File: src/rtl/train_sequencer.sv
`timescale 1ns/1ps
// -----------------------------------------------------------------------------
// train_sequencer
//
// Walks an external sample ROM over NUM_CLASSES x SAMPLES_PER_CLASS training
// samples for up to NUM_EPOCHS epochs. Each sample goes to the network's learn
// port through a valid/ready handshake. Ordering is either class-major (sample
// loop inside the class loop) or interleaved (class loop inside the sample
// loop). The block counts mispredictions per epoch and can stop after the
// first error-free epoch.
//
// Ports
//   clk          single clock
//   rst          synchronous, active-high reset (all outputs return to 0)
//   start        level; a rising edge in IDLE/DONE launches a run
//   abort        level; returns a running sequencer to IDLE
//   pause        level; holds the sequencer in FETCH (no ROM read)
//   order_mode   0 = class-major, 1 = interleaved (latched at launch)
//   early_stop   1 = finish after the first zero-error epoch (latched at launch)
//   rom_en       ROM read strobe
//   rom_addr     class*SAMPLES_PER_CLASS + sample (meaningful while rom_en=1)
//   rom_data     ROM word, valid the cycle after rom_en
//   learn_valid  sample presented to the network
//   learn_ready  network accepts the sample
//   learn_x      sample data
//   learn_label  class index of the sample
//   nn_err       misprediction flag, sampled only on accept
//   busy         run in progress
//   done         run completed normally; held until the next launch
//   epoch        epochs completed in the current run
//   epoch_tick   one-cycle pulse at each epoch end
//   epoch_err    error count of the last completed epoch
// -----------------------------------------------------------------------------
module train_sequencer #(
  parameter int DATA_W            = 16,
  parameter int NUM_CLASSES       = 2,
  parameter int SAMPLES_PER_CLASS = 100,
  parameter int NUM_EPOCHS        = 10,
  parameter int HOLD_CYCLES       = 50,
  localparam int CLS_W  = ($clog2(NUM_CLASSES) > 1) ? $clog2(NUM_CLASSES) : 1,
  localparam int SMP_W  = ($clog2(SAMPLES_PER_CLASS) > 1) ? $clog2(SAMPLES_PER_CLASS) : 1,
  localparam int ADDR_W = ($clog2(NUM_CLASSES * SAMPLES_PER_CLASS) > 1) ?
                          $clog2(NUM_CLASSES * SAMPLES_PER_CLASS) : 1,
  localparam int EP_W   = $clog2(NUM_EPOCHS + 1),
  localparam int ERR_W  = $clog2(NUM_CLASSES * SAMPLES_PER_CLASS + 1)
) (
  input  logic              clk,
  input  logic              rst,
  input  logic              start,
  input  logic              abort,
  input  logic              pause,
  input  logic              order_mode,
  input  logic              early_stop,
  output logic              rom_en,
  output logic [ADDR_W-1:0] rom_addr,
  input  logic [DATA_W-1:0] rom_data,
  output logic              learn_valid,
  input  logic              learn_ready,
  output logic [DATA_W-1:0] learn_x,
  output logic [CLS_W-1:0]  learn_label,
  input  logic              nn_err,
  output logic              busy,
  output logic              done,
  output logic [EP_W-1:0]   epoch,
  output logic              epoch_tick,
  output logic [ERR_W-1:0]  epoch_err
);

  localparam int HOLD_LAST = (HOLD_CYCLES > 0) ? HOLD_CYCLES - 1 : 0;
  localparam int GAP_W     = ($clog2(HOLD_CYCLES + 1) > 1) ? $clog2(HOLD_CYCLES + 1) : 1;

  localparam logic [CLS_W-1:0]  CLS_LAST  = CLS_W'(NUM_CLASSES - 1);
  localparam logic [SMP_W-1:0]  SMP_LAST  = SMP_W'(SAMPLES_PER_CLASS - 1);
  localparam logic [ADDR_W-1:0] SPC       = ADDR_W'(SAMPLES_PER_CLASS);
  localparam logic [EP_W-1:0]   EP_LAST   = EP_W'(NUM_EPOCHS - 1);
  localparam logic [GAP_W-1:0]  GAP_LAST  = GAP_W'(HOLD_LAST);

  typedef enum logic [2:0] {
    S_IDLE,
    S_FETCH,
    S_ROM_WAIT,
    S_PRESENT,
    S_GAP,
    S_EPOCH_END,
    S_DONE
  } state_t;

  state_t             state;
  state_t             state_nxt;
  logic               start_d;
  logic               start_rise;
  logic               order_q;
  logic               early_q;
  logic [CLS_W-1:0]   cls_idx;
  logic [CLS_W-1:0]   cls_nxt;
  logic [SMP_W-1:0]   smp_idx;
  logic [SMP_W-1:0]   smp_nxt;
  logic [ERR_W-1:0]   err_cnt;
  logic [GAP_W-1:0]   gap_cnt;
  logic               idle_like;
  logic               launch;
  logic               accept;
  logic               cls_last;
  logic               smp_last;
  logic               last_sample;
  logic               idx_zero;
  logic               gap_done;
  logic               run_over;

  // Error counter increment that sticks at full scale instead of wrapping.
  function automatic logic [ERR_W-1:0] sat_inc(input logic [ERR_W-1:0] v);
    if (v == {ERR_W{1'b1}}) begin
      return v;
    end
    return v + ERR_W'(1);
  endfunction

  assign start_rise  = start & ~start_d;
  assign idle_like   = (state == S_IDLE) || (state == S_DONE);
  assign launch      = idle_like && start_rise && !abort;
  assign accept      = (state == S_PRESENT) && learn_ready && !abort;
  assign cls_last    = (cls_idx == CLS_LAST);
  assign smp_last    = (smp_idx == SMP_LAST);
  // Both orderings finish on (last class, last sample).
  assign last_sample = cls_last && smp_last;
  // After an accept the indices are back at (0,0) only when the epoch wrapped,
  // because there are always at least two samples per epoch.
  assign idx_zero    = (cls_idx == '0) && (smp_idx == '0);
  assign gap_done    = (gap_cnt == GAP_LAST);
  assign run_over    = (epoch == EP_LAST) || (early_q && (err_cnt == '0));

  // Next (class, sample) pair in the latched ordering.
  always_comb begin
    cls_nxt = cls_idx;
    smp_nxt = smp_idx;
    if (!order_q) begin
      if (smp_last) begin
        smp_nxt = '0;
        cls_nxt = cls_last ? '0 : cls_idx + CLS_W'(1);
      end else begin
        smp_nxt = smp_idx + SMP_W'(1);
      end
    end else begin
      if (cls_last) begin
        cls_nxt = '0;
        smp_nxt = smp_last ? '0 : smp_idx + SMP_W'(1);
      end else begin
        cls_nxt = cls_idx + CLS_W'(1);
      end
    end
  end

  always_comb begin
    state_nxt = state;
    case (state)
      S_IDLE, S_DONE: begin
        if (start_rise) state_nxt = S_FETCH;
      end
      S_FETCH: begin
        if (!pause) state_nxt = S_ROM_WAIT;
      end
      S_ROM_WAIT: begin
        state_nxt = S_PRESENT;
      end
      S_PRESENT: begin
        if (learn_ready) begin
          if (HOLD_CYCLES > 0) begin
            state_nxt = S_GAP;
          end else begin
            state_nxt = last_sample ? S_EPOCH_END : S_FETCH;
          end
        end
      end
      S_GAP: begin
        if (gap_done) state_nxt = idx_zero ? S_EPOCH_END : S_FETCH;
      end
      S_EPOCH_END: begin
        state_nxt = run_over ? S_DONE : S_FETCH;
      end
      default: begin
        state_nxt = S_IDLE;
      end
    endcase
    // Abort beats everything, including a simultaneous start edge; it leaves
    // IDLE/DONE where they are so done stays held.
    if (abort) state_nxt = idle_like ? state : S_IDLE;
  end

  always_ff @(posedge clk) begin
    if (rst) begin
      state       <= S_IDLE;
      start_d     <= 1'b0;
      order_q     <= 1'b0;
      early_q     <= 1'b0;
      cls_idx     <= '0;
      smp_idx     <= '0;
      err_cnt     <= '0;
      gap_cnt     <= '0;
      epoch       <= '0;
      epoch_err   <= '0;
      learn_x     <= '0;
      learn_label <= '0;
    end else begin
      state   <= state_nxt;
      start_d <= start;

      if (launch) begin
        order_q <= order_mode;
        early_q <= early_stop;
        cls_idx <= '0;
        smp_idx <= '0;
        err_cnt <= '0;
        epoch   <= '0;
      end

      // ROM word arrives one cycle after the read strobe.
      if (state == S_ROM_WAIT) begin
        learn_x     <= rom_data;
        learn_label <= cls_idx;
      end

      if (accept) begin
        if (nn_err) err_cnt <= sat_inc(err_cnt);
        cls_idx <= cls_nxt;
        smp_idx <= smp_nxt;
        gap_cnt <= '0;
      end

      if (state == S_GAP) gap_cnt <= gap_cnt + GAP_W'(1);

      if ((state == S_EPOCH_END) && !abort) begin
        epoch_err <= err_cnt;
        err_cnt   <= '0;
        epoch     <= epoch + EP_W'(1);
      end
    end
  end

  assign rom_en      = (state == S_FETCH) && !pause;
  assign rom_addr    = ADDR_W'(cls_idx) * SPC + ADDR_W'(smp_idx);
  assign learn_valid = (state == S_PRESENT);
  assign busy        = !idle_like;
  assign done        = (state == S_DONE);
  assign epoch_tick  = (state == S_EPOCH_END) && !abort;

endmodule

File: config.mk
export PLATFORM = sky130hd
export DESIGN_NAME = train_sequencer
export DESIGN_NICKNAME = d
export VERILOG_FILES = /design/src/rtl/train_sequencer.sv
export SDC_FILE = /design/constraint.sdc
export NUM_CORES = 1
export LEC_CHECK = 0
export CAP_MARGIN = 10
export CORE_MARGIN = 8
export CORE_UTILIZATION = 45
export DETAILED_ROUTE_END_ITERATION = 10
export PLACE_DENSITY = 0.8
export SLEW_MARGIN = 20
export SYNTH_ARGS = -nofsm -noshare
export SYNTH_HDL_FRONTEND = slang
export SYNTH_SLANG_ARGS = --single-unit
File: constraint.sdc
create_clock -name clk -period 4.2 [get_ports clk]
set_input_delay 1.05 -clock clk [delete_from_list [all_inputs] [get_ports clk]]
set_output_delay 1.05 -clock clk [all_outputs]
set_load 0.005 [all_outputs]
* Word level (Yosys, flattened, before mapping) *
Index checks and enable logic that the tools add are counted.
Widths: inputs -> output; s select.

word-level totals
  bits of input ports = 25
  bits in registers = 57
  output and inout port bits = 42
  word-level logic and storage cells = 95

operators by class
  $add $sub $neg = 6
  eq/ne operators = 18
  multiplexer cells = 31
  bitwise operators = 3
  reductions and logical operators = 24
  multiply operators = 1

operators with widths
  kind                 count
  $mux 7               5
  $mux 8               4
  $mux 3               8
  $pmux 3 s6           1
  $mux 6               2
  $ne 3x3->1 const B   4
  $eq 3x3->1 const B   3
  $mux 1               9
  $add 8x1->8 const B  1
  $add 8x7->8          1
  $eq 8x8->1 const B   1
  $logic_and 1x1->1    8
  $logic_not 8->1      1
  $mux 4               2
  $add 7x1->7 const B  1
  $eq 7x7->1 const B   1
  $logic_not 7->1      1
  $add 6x1->6 const B  1
  $eq 3x2->1 const B   2
  $eq 6x6->1 const B   1
  $mul 1x5->6 const B  1
  $ne 3x2->1 const B   2
  $reduce_bool 2->1    3
  $reduce_and 5->1     1
  other kinds (13)     19

* Depth between registers and ports, before layout *
Gate-level depths: netlist (run 1).

  depth in word-level cells = 8
  depth in mapped cells = 8

* Worst setup path after synthesis (run 1) *
No wires, ideal clock.

  path type = input -> output
  start point = in abort
  end point = out epoch_tick
  cell stages on the path = 3
  data required time = 3.150 ns
  arrival time = 1.665 ns
  setup slack = 1.485 ns
  cells stage by stage = or3_4 clkinv_2 buf_2

on the way
  longest elaborated chain between the ends = 2

ends and longest elaborated chain
  item               RTL line  text
  from (decl)        50        input logic abort,
  $logic_not 1->1    244       assign epoch_tick = (state == S_EPOCH_END) && !abort;
  $logic_and 1x1->1  244
  to (decl)          65        output logic epoch_tick,

Every way passes these cells.

* Worst setup path in the final report (run 1) *
Same ends and word-level chain as after synthesis.

==> results of run 1 <==
[registers in the layout, summed over array words and instances (netlist names)]
signal       cells
epoch_err        8
start_d          1
cls_idx          1
state            3
gap_cnt          6
learn_label      1
err_cnt          8
early_q          1
smp_idx          7
learn_x         16
epoch            4
order_q          1
[routing by layer]
layer | GRT usage, % | up-vias
li1 | - | 1336
met1 | 17.9 | 1242
met2 | 26.7 | 74
met3 | 4.45 | 13
met4 | 6.27 | 0
met5 | 0 | -
[stage by stage]
stage / hold slack, ps / total power, mW / std cells / util [%]
finish: 453 / 1.09 / 492 / 59.4
global route: 472 / 1.14 / 492 / 59.4
CTS: 457 / 1.10 / 492 / 59.4
detailed placement: 448 / 0.620 / 476 / 56.3
global placement: 441 / 0.619 / 476 / 56.3
floorplan: 427 / 0.587 / 349 / -
[logic make-up (layout without fill, tap and decap cells)]
logic type      Yosys count  count (layout)  synth area share, %
compound gates           72              72                 14.9
xor+xnor                  9               9                 3.00
fa+ha+maj                12              12                 5.22
mux                       5               5                 1.78
simple gates            165             165                 30.2
buf+inv                  29              95                 5.18
flops                    57              57                 39.7
[cell usage after synthesis (2+ instances only)]
cell / number / area, um^2
a21o_1: 3 / 22.5
a21oi_1: 37 / 185
a31oi_1: 5 / 31.3
a41o_1: 2 / 20.0
and3_1: 4 / 25.0
buf_2: 3 / 15.0
buf_4: 2 / 15.0
buf_6: 3 / 33.8
clkbuf_1: 8 / 30.0
dfxtp_1: 57 / 1140
ha_1: 12 / 150
inv_1: 10 / 37.5
mux2i_1: 4 / 40.0
nand2_1: 62 / 233
nand2b_1: 6 / 37.5
nand3_1: 13 / 65.1
nand3b_1: 3 / 22.5
nand4_1: 4 / 25.0
nor2_1: 32 / 120
nor2b_1: 4 / 25.0
nor3_1: 11 / 55.1
nor3b_1: 3 / 22.5
nor3b_4: 2 / 37.5
nor4_1: 2 / 12.5
o21ai_0: 8 / 40.0
o21ai_1: 2 / 10.0
o22ai_1: 4 / 25.0
or2_2: 2 / 12.5
or3_1: 3 / 18.8
xnor2_1: 5 / 43.8
xor2_1: 3 / 26.3
[worst paths after layout]
path / start / endpoint
setup / recovery: abort / epoch_tick
hold reg to reg: learn_x[7]$_SDFFE_PP0N_ / learn_x[7]$_SDFFE_PP0N_
hold / removal: learn_x[7]$_SDFFE_PP0N_ / learn_x[7]$_SDFFE_PP0N_
setup reg to reg: state[1]$_SDFFE_PP0P_ / state[1]$_SDFFE_PP0P_
[area by class of cell]
| type | count | area share, % |
|---|---|---|
| multi-input cells | 263 | 42.5 |
| clock inverters | 2 | 0.268 |
| clock buffers | 14 | 4.90 |
| inverters | 12 | 1.38 |
| flip-flops and latches | 57 | 30.6 |
| repair buffers | 67 | 17.8 |
| well taps | 77 | 2.58 |
[critical path, stage by stage]
cell	delay (ps)
clkdlybuf4s50_1	540
or3_4	510
clkinv_2	180
clkdlybuf4s50_1	540
[power groups by stage]
stage	combinational [mW]	clock [mW]	sequential (mW)
6_report	0.0607	0.486	0.547
2_1_floorplan	0.0302	0	0.557
5_1_grt	0.0660	0.522	0.547
3_5_place_dp	0.0606	0	0.559
3_3_place_gp	0.0600	0	0.559
4_1_cts	0.0609	0.496	0.547
==> impl_metrics.tcl, run 1 <==
set metrics [dict create \
    num_antenna_cells 0 \
    layout_common_cells "clkdlybuf4s50_1 (65), nand2_1 (62), dfxtp_1 (57), a21oi_1 (37), nor2_1 (32)" \
    h-tree-depth 3 \
    start_util_pct 45.8 \
    wl_met1_mm 3.02 \
    wl_per_cell_um 14.4 \
    dr.max_layer_used "met4" \
    wl_met3_um 429 \
    die_h_um 95.9 \
    min_path_cells 2 \
    drv_slew 0 \
    cts_num_sinks 57 \
    nNetsFinal 447 \
    vias_per_cell 5.42 \
    synth_ff_type "dfxtp_1" \
    routed_wl_mm 7.11 \
    ant_nets 0 \
    setup_viol 0 \
    area_delta_synth_final_pct 29.7 \
    ys_types 61 \
    dpl.hpwl_mm 5.09 \
    syn_area_per_cell_um2 8.23 \
    io_buffers 66 \
    fin_skew_ps 7.23 \
    cts-root-buf "clkbuf_8" \
    dieArea_um2 9200 \
    drv_cap 0 \
    grt_use_total_pct 15.6 \
    min_period_over_period_pct 92.3 \
    synthArstFlopShare_pct 0 \
    finalWeightedCongestion 0.862 \
    worst_pin_slew_ps 988 \
    grt_pass1_wl_mm 11.5 \
    fp.dieW_um 95.9 \
    synth_nets 386 \
    fillCellCount 557 \
    clock_path_buffers 2 \
    start_kind "primary input" \
    drc 0 \
    cts_resized 0 \
    grt_max_degree 56 \
    regArea_um2 1140 \
    place_ws_ps 360 \
    wl_met2_mm 3.55 \
    coreArea_um2 6280 \
    cts_setup_buffers 0 \
    clk_latency_ps 330 \
    path_clk_slew_ps 60 \
    synth_area_um2 2870 \
    switching_share_pct 22.1 \
    ys_warn_count 0 \
    hp-class "reg2reg" \
    drive_gt1_share_pct 7.71 \
    dpl_cell_area_um2 3540 \
    arrival_ps 2830 \
    hold_viol 0 \
    num_vias 2665 \
    multiInputGateArea_um2 1580 \
    period_needed_ps 3880 \
    critical_path_class "in2out" \
    rsz0062_at_grt "no" \
    status "completed" \
    antenna_found_initial 0 \
    firstDrtPassIters 4 \
    end_kind "output port" \
    gr-total-overflow 0 \
    yosysSeqAreaShare_pct 39.7 \
    cp_max_fo 15 \
    power_density_nw_per_um2 294 \
    maxSlewHeadroom_pct 34.1 \
    ys_ff_latch 57 \
    switchingPower_uw 241 \
    drt-initial-drc-count 154 \
    syn_inst 349 \
    vdd_drop_max_v 0.000236 \
    reg2reg_setup_slack_ps 2000 \
    required_ps 3150 \
    cts_hold_buf 0 \
    grt_pass1_vias 2504 \
    fin_setup_tns_ps 0 \
    design_area_um2 3730 \
    synth_edf_count 0 \
    numCtsBuffers 9 \
    internal_power_uw 853 \
    fin_ws_ps 322 \
    mostFrequentLayoutCell "clkdlybuf4s50_1" \
    power_frac_seq_pct 50.0 \
    r2r_cells 5 \
    p_leak_nw 1.38 \
    p_comb_share_pct 5.5 \
    cts_tree "yes" \
    ioPinCount 67 \
    rows 29 \
    fmax_ghz 0.258 \
    clock_power_share_pct 44.4 \
]
Note: power is estimated with default switching activity, not from simulation.
==> run 2, diff against run 1 <==
--- a/config.mk
+++ b/config.mk
@@ -10,7 +10,7 @@
 export CORE_UTILIZATION = 45
 export DETAILED_ROUTE_END_ITERATION = 10
 export PLACE_DENSITY = 0.8
-export SLEW_MARGIN = 20
+export SLEW_MARGIN = 40
 export SYNTH_ARGS = -nofsm -noshare
 export SYNTH_HDL_FRONTEND = slang
 export SYNTH_SLANG_ARGS = --single-unit
==> run 2 against run 1 <==
Clock power increased by 3%. Count of clock-buffer cells in the layout decreased by 1. Utilization about the same. Register-to-register slack about the same. Design area about the same. Critical path depth unchanged. First-iteration DRC count decreased by 11%. Setup slack improved by 27 ps. Final cell count unchanged. Routed wire length increased by 1.5%. Largest cell class unchanged.
==> impl_metrics.tcl, run 2 (same netlist as run 1, synthesis figures left out) <==
set metrics [dict create \
    status "completed" \
    cts-root-buf "clkbuf_8" \
    hold_ws_ps 451 \
    dpl_cell_area_um2 3540 \
    clk_latency_ps 340 \
    cts_hold_buf 0 \
    gr-total-overflow 0 \
    worst_pin_slew_ps 718 \
    rows 29 \
    drc 0 \
    drv_cap 0 \
    dp.cells 476 \
    r2r_cells 5 \
    drive_gt1_share_pct 7.23 \
    numCtsBuffers 9 \
    setup_viol 0 \
    grt_max_degree 56 \
    start_util_pct 45.8 \
    arrival_ps 2800 \
    num_vias 2679 \
    cts_setup_buffers 0 \
    die_h_um 95.9 \
    clock_path_buffers 2 \
    layout_common_cells "clkdlybuf4s50_1 (65), nand2_1 (62), dfxtp_1 (57), a21oi_1 (37), nor2_1 (32)" \
    mostFrequentLayoutCell "clkdlybuf4s50_1" \
    fp.dieW_um 95.9 \
    path_clk_slew_ps 60 \
    cts_num_sinks 57 \
    largest_register_ffs 16 \
    fillCellCount 566 \
    grt_pass1_wl_mm 11.6 \
    regMostFlops "learn_x" \
    coreArea_um2 6280 \
    critical_path_class "in2out" \
    top_regs "learn_x x16, epoch_err x8, err_cnt x8" \
    vias_per_cell 5.45 \
    cp_max_fo 15 \
    finalWeightedCongestion 0.862 \
    fin_cells 492 \
    ioPinCount 67 \
    min_period_over_period_pct 91.7 \
    ant_nets 0 \
    end_kind "output port" \
    nNetsFinal 447 \
    vdd_drop_max_v 0.000252 \
    dpl.hpwl_mm 5.09 \
    dieArea_um2 9200 \
    hp-class "reg2reg" \
    grt_use_total_pct 16.0 \
    cts_resized 0 \
    wl_per_cell_um 14.7 \
    grt_pass1_vias 2577 \
    hold_viol 0 \
    routed_wl_mm 7.21 \
    rsz0062_at_grt "no" \
    maxSlewHeadroom_pct 52.1 \
    post-route-util_pct 59.4 \
    required_ps 3150 \
    cts_tree "yes" \
    start_kind "primary input" \
    fin_setup_tns_ps 0 \
    drt-initial-drc-count 137 \
    design_area_um2 3730 \
    firstDrtPassIters 4 \
    area_delta_synth_final_pct 29.7 \
    power_density_nw_per_um2 298 \
    fin_skew_ps 8.53 \
    p_leak_nw 1.37 \
    min_path_cells 2 \
    drv_slew 0 \
    h-tree-depth 3 \
    fmax_ghz 0.260 \
    period_needed_ps 3850 \
    io_buffers 66 \
    num_antenna_cells 0 \
    antenna_found_initial 0 \
]
==> run 2: cell types whose count changed in the layout (fill, tap and decap cells not counted) <==
cell | previous run | this run
clkbuf_1 | 1 | 3
buf_2 | 1 | 0
bufinv_16 | 0 | 1
buf_4 | 1 | 2
clkbuf_8 | 13 | 10
==> run 2: cell type report <==
type	instances	area [um^2]	share of cell area [%]
clock buffers	13	149	3.99
clock inverters	3	40.0	1.07
inverters	12	51.3	1.38
multi-input cells	263	1580	42.5
flip-flops and latches	57	1140	30.6
well taps	77	96.3	2.58
repair buffers	67	666	17.9
==> run 2: final timing paths <==
check | slack, ps | end | startpoint
setup / recovery | 350 | epoch_tick | abort
hold / removal | 450 | epoch_err[6]$_SDFFE_PP0P_ | epoch_err[6]$_SDFFE_PP0P_
setup reg to reg | 2010 | state[1]$_SDFFE_PP0P_ | state[1]$_SDFFE_PP0P_
hold reg to reg | 450 | epoch_err[6]$_SDFFE_PP0P_ | epoch_err[6]$_SDFFE_PP0P_
==> run 2: critical path, stage by stage <==
cell             delay [ps]
clkdlybuf4s50_1         530
or3_4                   500
clkinv_2                180
clkdlybuf4s50_1         530
==> run 2: metrics by stage <==
step	setup WS, ps	power (mW)
4_1_cts	354	1.12
3_5_place_dp	373	0.620
5_1_grt	280	1.15
3_3_place_gp	372	0.619
2_1_floorplan	1480	0.587
6_report	350	1.11
==> run 2: report_power, final <==
group	total [mW]	internal [mW]	switching [mW]
Clock	0.501	0.289	0.213
Sequential	0.547	0.544	0.00386
Combinational	0.0613	0.0330	0.0283
==> run 2: routing by layer <==
layer / global-route usage, % / routed length (um)
met1: 17.6 / 3020
met2: 26.8 / 3610
met3: 6.63 / 474
met4: 6.66 / 116
met5: 0 / 0
